File: src/rtl/alu_pkg.sv
// Shared ALU definitions: operation codes (also used by the ALU control decoder)
// and the execute-unit state encoding.
package alu_pkg;

  typedef enum logic [3:0] {
    ALU_AND = 4'b0000,
    ALU_OR  = 4'b0001,
    ALU_ADD = 4'b0010,
    ALU_SLL = 4'b0100,
    ALU_SRL = 4'b0101,
    ALU_SUB = 4'b0110,
    ALU_SRA = 4'b0111,
    ALU_EQ  = 4'b1000,
    ALU_SLT = 4'b1100
  } alu_op_e;

  typedef enum logic [1:0] {
    ST_IDLE  = 2'd0,
    ST_SHIFT = 2'd1,
    ST_DONE  = 2'd2
  } alu_state_e;

endpackage

File: src/rtl/iterative_alu_shift_step.sv
// Combinational single-bit shift of a word: left (dir=0) inserts 0 at LSB,
// right (dir=1) inserts 0 or, when arith=1, a copy of the MSB.
module shift_step #(
  parameter int DATA_WIDTH = 32
) (
  input  logic [DATA_WIDTH-1:0] i_data,
  input  logic                  i_dir,
  input  logic                  i_arith,
  output logic [DATA_WIDTH-1:0] o_data
);

  logic w_fill;

  assign w_fill = i_arith & i_data[DATA_WIDTH-1];
  assign o_data = i_dir ? {w_fill, i_data[DATA_WIDTH-1:1]}
                        : {i_data[DATA_WIDTH-2:0], 1'b0};

endmodule

File: src/rtl/iterative_alu.sv
// Multi-cycle execute unit: single-cycle logic/arith/compare ops, shifts that
// iterate one bit per cycle, valid/ready handshake on operand and result sides.
module iterative_alu
  import alu_pkg::*;
#(
  parameter int DATA_WIDTH = 32
) (
  input  logic                  clk,
  input  logic                  reset,
  input  logic                  op_valid,
  output logic                  op_ready,
  input  logic [3:0]            Operation,
  input  logic [DATA_WIDTH-1:0] SrcA,
  input  logic [DATA_WIDTH-1:0] SrcB,
  output logic                  res_valid,
  input  logic                  res_ready,
  output logic [DATA_WIDTH-1:0] ALUResult,
  output logic                  Zero,
  output logic                  IllegalOp
);

  localparam int SHAMT_W = $clog2(DATA_WIDTH);

  alu_state_e            r_state;
  logic [DATA_WIDTH-1:0] r_acc;
  logic [SHAMT_W-1:0]    r_cnt;
  logic                  r_dir;
  logic                  r_arith;
  logic [DATA_WIDTH-1:0] r_result;
  logic                  r_zero;
  logic                  r_illegal;

  logic [DATA_WIDTH-1:0] w_res;
  logic                  w_illegal;
  logic                  w_is_shift;
  logic [SHAMT_W-1:0]    w_shamt;
  logic [DATA_WIDTH-1:0] w_step;

  assign w_shamt = SrcB[SHAMT_W-1:0];

  // Shifts pass SrcA through so a zero shift amount completes in one cycle.
  always_comb begin
    w_res      = '0;
    w_illegal  = 1'b0;
    w_is_shift = 1'b0;
    case (Operation)
      ALU_AND: w_res = SrcA & SrcB;
      ALU_OR:  w_res = SrcA | SrcB;
      ALU_ADD: w_res = SrcA + SrcB;
      ALU_SUB: w_res = SrcA - SrcB;
      ALU_SLT: w_res = {{(DATA_WIDTH-1){1'b0}}, ($signed(SrcA) < $signed(SrcB))};
      ALU_EQ:  w_res = {{(DATA_WIDTH-1){1'b0}}, (SrcA == SrcB)};
      ALU_SLL, ALU_SRL, ALU_SRA: begin
        w_is_shift = 1'b1;
        w_res      = SrcA;
      end
      default: w_illegal = 1'b1;
    endcase
  end

  shift_step #(.DATA_WIDTH(DATA_WIDTH)) u_shift_step (
    .i_data (r_acc),
    .i_dir  (r_dir),
    .i_arith(r_arith),
    .o_data (w_step)
  );

  always_ff @(posedge clk) begin
    if (reset) begin
      r_state   <= ST_IDLE;
      r_acc     <= '0;
      r_cnt     <= '0;
      r_dir     <= 1'b0;
      r_arith   <= 1'b0;
      r_result  <= '0;
      r_zero    <= 1'b1;
      r_illegal <= 1'b0;
    end else begin
      case (r_state)
        ST_IDLE: if (op_valid) begin
          if (w_is_shift && (w_shamt != '0)) begin
            r_acc   <= SrcA;
            r_cnt   <= w_shamt;
            r_dir   <= (Operation != ALU_SLL);
            r_arith <= (Operation == ALU_SRA);
            r_state <= ST_SHIFT;
          end else begin
            r_result  <= w_res;
            r_zero    <= (w_res == '0);
            r_illegal <= w_illegal;
            r_state   <= ST_DONE;
          end
        end
        ST_SHIFT: begin
          r_acc <= w_step;
          r_cnt <= r_cnt - SHAMT_W'(1);
          if (r_cnt == SHAMT_W'(1)) begin
            r_result  <= w_step;
            r_zero    <= (w_step == '0);
            r_illegal <= 1'b0;
            r_state   <= ST_DONE;
          end
        end
        ST_DONE: if (res_ready) r_state <= ST_IDLE;
        default: r_state <= ST_IDLE;
      endcase
    end
  end

  assign op_ready  = (r_state == ST_IDLE);
  assign res_valid = (r_state == ST_DONE);
  assign ALUResult = r_result;
  assign Zero      = r_zero;
  assign IllegalOp = r_illegal;

endmodule

File: config.mk
export PLATFORM = sky130hd
export DESIGN_NAME = iterative_alu
export DESIGN_NICKNAME = d
export VERILOG_FILES = /design/src/rtl/alu_pkg.sv /design/src/rtl/iterative_alu_shift_step.sv /design/src/rtl/iterative_alu.sv
export SDC_FILE = /design/constraint.sdc
export NUM_CORES = 1
export LEC_CHECK = 0
export BUFFER_PORTS_ARGS = -buffer_cell sky130_fd_sc_hd__buf_4
export CAP_MARGIN = 20
export CORE_MARGIN = 3
export CORE_UTILIZATION = 55
export DETAILED_ROUTE_END_ITERATION = 10
export GPL_ROUTABILITY_DRIVEN = 0
export PLACE_DENSITY_LB_ADDON = 0.1
export SLEW_MARGIN = 20
export SYNTH_ARGS = -nofsm -noshare
export SYNTH_HDL_FRONTEND = slang
export SYNTH_SLANG_ARGS = --single-unit
File: constraint.sdc
create_clock -name clk -period 4.4 [get_ports clk]
set_clock_uncertainty 0.2 [all_clocks]
set_input_delay 1.32 -clock clk [delete_from_list [all_inputs] [get_ports clk]]
set_output_delay 1.32 -clock clk [all_outputs]
set_load 0.1 [all_outputs]
### After elaboration in Yosys (flattened, before gate mapping)

Cells that the tools add are included.
W data, S select, Z words.

* bits in registers: 75
* input bits: 72
* output and inout bits: 36
* word-level logic and storage cells: 73

* add/sub/neg operators: 3
* order comparisons: 1
* eq/ne operators: 18
* multiplexer cells: 27
* bitwise gates (word level): 3
* reduce and logical (&&, ||, !) cells: 13

Operator list (count)
* $pmux W32 S7: 1
* $mux W32: 6
* $pmux W32 S2: 2
* $logic_not A32 Y1: 2
* $add A32 B32 Y32: 1
* $and A32 B32 Y32: 1
* $eq A32 B32 Y1: 1
* $lt A32 B32 Y1: 1
* $or A32 B32 Y32: 1
* $sub A32 B32 Y32: 1
* $eq A4 B3 Y1 const B: 4
* $mux W5: 2
* $pmux W5 S2: 1
* $reduce_and A3 Y1: 3
* $reduce_or A9 Y1: 1
* $eq A4 B4 Y1 const B: 2
* $mux W1: 8
* $mux W2: 4
* $ne A2 B2 Y1 const B: 3
* $pmux W2 S3: 1
* $eq A5 B1 Y1 const B: 1
* $reduce_bool A5 Y1: 1
* $sub A5 B1 Y5 const B: 1
* $eq A4 B1 Y1 const B: 1
* other kinds (13): 15

### Longest topological paths before layout

* word-level depth: 7
* mapped depth: 15
* mapped depth without buffers: 15

### Cells and area by module

Synthesis repeated with hierarchy kept, for this count alone.

* cells, all modules: 1331
* area, all modules: 9456.6 um^2

Modules (own cells, without submodules)
* iterative_alu: times used 1, cells each 1293, area an instance 8934.8 um^2, seq. area each 1501.4 um^2
* shift_step: times used 1, cells each 38, area an instance 521.8 um^2, seq. area each 0.0 um^2

### Least setup slack after synthesis

No wires, ideal clock.

* path kind: in2reg
* from: input port SrcA[0]
* to: register r_zero (netlist: Zero)
* library setup time: 0.084 ns
* arrival time: 4.329 ns
* data required time: 4.116 ns
* slack: -0.213 ns
* cell stages on the path: 15
* path buffers: 0
* path through: inv_1 > ha_1 > inv_1 > fa_1 > nor2b_1 > o21ba_2 > nor2_1 > o221ai_1 > a222oi_1 > and3_1 > and3_1 > nand4b_1 > or4_1 > or4_1 > o31ai_2

* cells in the longest elaborated chain, start to end: 6
* elaborated cells on any way between the ends: 11
* classes of those cells: add/sub: 2; order compare: 1; eq/ne: 1; mux: 4; bitwise: 2; reduce/logical: 1

RTL lines
* from (decl): RTL line iterative_alu.sv:13 `input logic [DATA_WIDTH-1:0] SrcA,`
* $sub A32 B32 Y32 (tied with other cells): RTL line iterative_alu.sv:50 `ALU_SUB: w_res = SrcA - SrcB;`
* $pmux W32 S7 *: RTL line iterative_alu.sv:46 `case (Operation)`
* $logic_not A32 Y1 *: RTL line iterative_alu.sv:89 `r_zero <= (w_res == '0);`
* $mux W1 *: RTL line iterative_alu.sv:81 `if (w_is_shift && (w_shamt != '0)) begin`
* $mux W1 *: RTL line iterative_alu.sv:80 `ST_IDLE: if (op_valid) begin`
* $pmux W1 S2 *: RTL line iterative_alu.sv:79 `case (r_state)`
* to (signal assigned): RTL line iterative_alu.sv:89
* to (signal assigned): RTL line iterative_alu.sv:99 `r_zero <= (w_step == '0);`
* to (decl): RTL line iterative_alu.sv:30 `logic r_zero;`

Mark *: on every way between the ends. The rest lies on a longest branch, timed or not. The select of a mux whose other input is x is not followed.
A chain may end at the register's enable or synchronous reset.

### Worst setup path in the final report

* from: input port SrcA[2]
* to: register r_zero (netlist: Zero)

The elaborated chain is that of the path after synthesis.

==> results.json <==
{
  "slew_headroom": 0.316,
  "setup_violations": 1,
  "rsz0062_at_grt": "yes",
  "wire_per_inst_um": 21.9,
  "critPathMostFrequentCell": "buf_4",
  "violations": "setup timing",
  "multi_input_comb_area_um2": 7590,
  "r2r-start": "r_state[0]",
  "cts.path.max_buffers": 2,
  "status": "complete, but fails checks",
  "leakage_nw": 6.24,
  "drc": 0,
  "power.density_nw_per_um2": 249,
  "syn_avg_cell_area_um2": 7.02,
  "grt_pass1_wl_um": 63100,
  "finalHoldViolations": 0,
  "chipHeight_um": 136,
  "cpPeakStageDelay_ps": 490,
  "synth_area_leaders": "dfxtp_1 16%, ha_1 14%, a21oi_1 8.0%, nor2_1 5.1%, nand2_1 4.6%",
  "initial_core_util": 0.562,
  "totalWireLength_um": 42800,
  "hpwlAfterDp_um": 31400,
  "max_freq_mhz": 211,
  "peakVddDrop_mv": 0.413,
  "ys_seq_area_frac": 0.160,
  "postLayoutSetupSlackWorst_ps": -334,
  "synth_seq_cells": 75,
  "core_um2": 16600,
  "drive_gt1_frac": 0.350,
  "fillers": 1064,
  "worst-r2r-cell-count": 11,
  "yosys_most_used_dff": "dfxtp_1",
  "crit_path_top_delay_cell": "or4_1",
  "synth-edff-count": 0,
  "path_clk_slew_ps": 60,
  "yosys_warnings": 0,
  "die_w_um": 136,
  "r2r_slack_ps": 1050,
  "worstSetupStartpointType": "input pin",
  "vias": 13200,
  "cts_buffers": 9,
  "finalNetCount": 1909,
  "cap_violations": 0,
  "ioPinCount": 108,
  "grt_overflow": 0,
  "synth_area_um2": 9360,
  "syn_to_final_growth_pct": 47.1,
  "grt_pass1_vias": 12200,
  "first_pass_iters": 7,
  "grt_max_degree": 76,
  "crit_chain": "buf_4, buf_4, ha_1, inv_1, nand2_1, a21o_1, a221o_1, a222oi_1, and3_1, and3_4, nand4b_1, or4_1, or4_4, o31ai_2",
  "synth_cell_types": 89,
  "netlist_instances": 1332,
  "yosys.area.top_type": "dfxtp_1",
  "final_area_um2": 13800,
  "drt_iter0_markers": 2013,
  "critPathLaunch": "SrcA[2]",
  "arrival_ps": 4800,
  "antenna_found_initial": 0,
  "place_area_um2": 12900,
  "slew_viol_final": 0,
  "portBuffers": 107,
  "period_share": 1.08,
  "via_per_inst": 6.74,
  "track_usage": 0.427,
  "clk_latency_ps": 340,
  "cp_max_fo": 4,
  "cts_tree": "built",
  "dieArea_um2": 18600,
  "root_buffer": "clkbuf_16",
  "async_reset_ff_frac": 0,
  "synth_top_cell_area_share": 0.160,
  "hold_class": "reg -> reg",
  "synth_nets": 1507,
  "rr_endpoint": "Zero",
  "crit_path_end": "Zero",
  "row_count": 47,
  "max_slew.worst_pin.slew_ps": 1030,
  "antenna_left": 0,
  "period_minus_slack_ps": 4730,
  "regArea_um2": 1500,
  "clock_sinks": 75,
  "endpoint_kind": "flop",
  "h-tree-depth": 3,
  "critPathRequiredTime_ps": 4460,
  "p_total_mw": 3.43,
  "crit_type": "in -> reg"
}
cells in the final DEF (no fill, tap or decap), types with 5 or more instances in the layout:
cell	n
a211o_1	8
a211oi_1	43
a21o_1	16
a21oi_1	139
a21oi_2	11
a221o_1	5
a221oi_1	12
a22oi_1	19
a31oi_1	14
and2_1	6
and3_1	16
buf_4	477
clkbuf_16	9
dfxtp_1	74
ha_1	88
ha_4	9
inv_1	90
inv_2	9
mux2i_1	22
nand2_1	114
nand2b_1	12
nand3_1	26
nand4_1	13
nor2_1	122
nor2_4	5
nor2b_1	27
nor3_1	33
nor4_1	12
o211ai_1	44
o21a_1	7
o21ai_0	54
o21ai_1	9
o21bai_1	10
o22ai_1	7
o311ai_0	7
o31ai_1	13
o31ai_2	5
or3_1	6
metal layers:
metal | vias up | part of all wire | track usage
li1 | 5712 | - | -
met1 | 6029 | 0.35 | 0.536
met2 | 1151 | 0.44 | 0.682
met3 | 315 | 0.14 | 0.103
met4 | 2 | 0.068 | 0.217
met5 | - | 0.0014 | 0
layout make-up:
class / instances / share of cell area
Inverter: 103 / 0.0290
Multi-Input combinational cell: 1064 / 0.551
Clock inverter: 5 / 0.00609
Clock buffer: 11 / 0.0184
Sequential cell: 75 / 0.109
Antenna cell: 1 / 0.000182
Tap cell: 220 / 0.0200
Timing Repair Buffer: 481 / 0.266
cell usage after synthesis, types with 10 or more instances:
master    number
nor2b_1       29
a21oi_1      149
a31oi_1       15
nand3_1       26
o21bai_1      10
a211oi_1      44
nor4_1        15
mux2i_1       22
o21ai_0       56
nand4_1       13
o31ai_1       18
ha_1         101
and3_1        17
a22oi_1       19
a221oi_1      13
inv_1         94
buf_2         23
nand2_1      114
o211ai_1      44
dfxtp_1       75
clkbuf_1      57
nor3_1        35
a21o_1        16
o21ai_1       11
nor2_1       127
nand2b_1      14
how the worst min path moves through the flow:
stage	startpoint	end	slack [ps]	cells after the start
2_1_floorplan	r_acc[21]	r_acc[21]	240	2
4_1_cts	ALUResult[19]	ALUResult[19]	260	2
5_1_grt	ALUResult[19]	ALUResult[19]	280	2
6_report	ALUResult[27]	ALUResult[27]	270	2
3_5_place_dp	ALUResult[28]	ALUResult[28]	250	2
3_3_place_gp	ALUResult[29]	ALUResult[29]	240	2
power breakdown:
group	switching, mW	internal [mW]	leakage (nW)
Combinational	1.07	0.758	5.47
Sequential	0.0434	0.723	0.611
Clock	0.309	0.530	0.158
per-stage QoR:
stage	instances	setup slack, ps	hold WS (ps)	utilization	setup TNS, ps
2_1_floorplan	1332	-166	237	-	-166
3_3_place_gp	1930	-606	239	0.776	-2930
3_5_place_dp	1930	-668	247	0.776	-3970
4_1_cts	1957	-162	261	0.806	-163
5_1_grt	1959	-401	275	0.827	-674
6_report	1960	-334	267	0.827	-334
kinds of logic (layout without fill, tap and decap cells):
kind of cell	count (synthesis)	in the layout	share of synthesized area
mux	24	24	0.0259
xor+xnor	4	4	0.00375
flops	75	75	0.160
buf+inv	193	600	0.0833
other cells	0	1	0
fa+ha+maj	103	103	0.139
compound gates	498	498	0.362
simple gates	435	435	0.225
flip-flops by register name, indices dropped and copies added, names as in the netlist:
signal     count
IllegalOp      1
r_state        2
Zero           1
r_acc         32
r_cnt          5
r_dir          1
r_arith        1
ALUResult     32
worst max-delay path: cells and delay by family:
| family | cells | cell delay [ps] |
|---|---|---|
| AOI/OAI and AO/OA | 4 | 1120 |
| adders and majority gates | 1 | 270 |
| and+or+nand+nor | 6 | 1620 |
| buffers and inverters | 3 | 460 |
repair_timing:
action                     4_1_cts  5_1_grt
hold buffers                     0        0
resized for setup               15       66
setup endpoints to repair        5       13
buffers inserted                11        6
cloned                           0        0
pin swaps                       10       22
(Power assumes the default switching activity.)
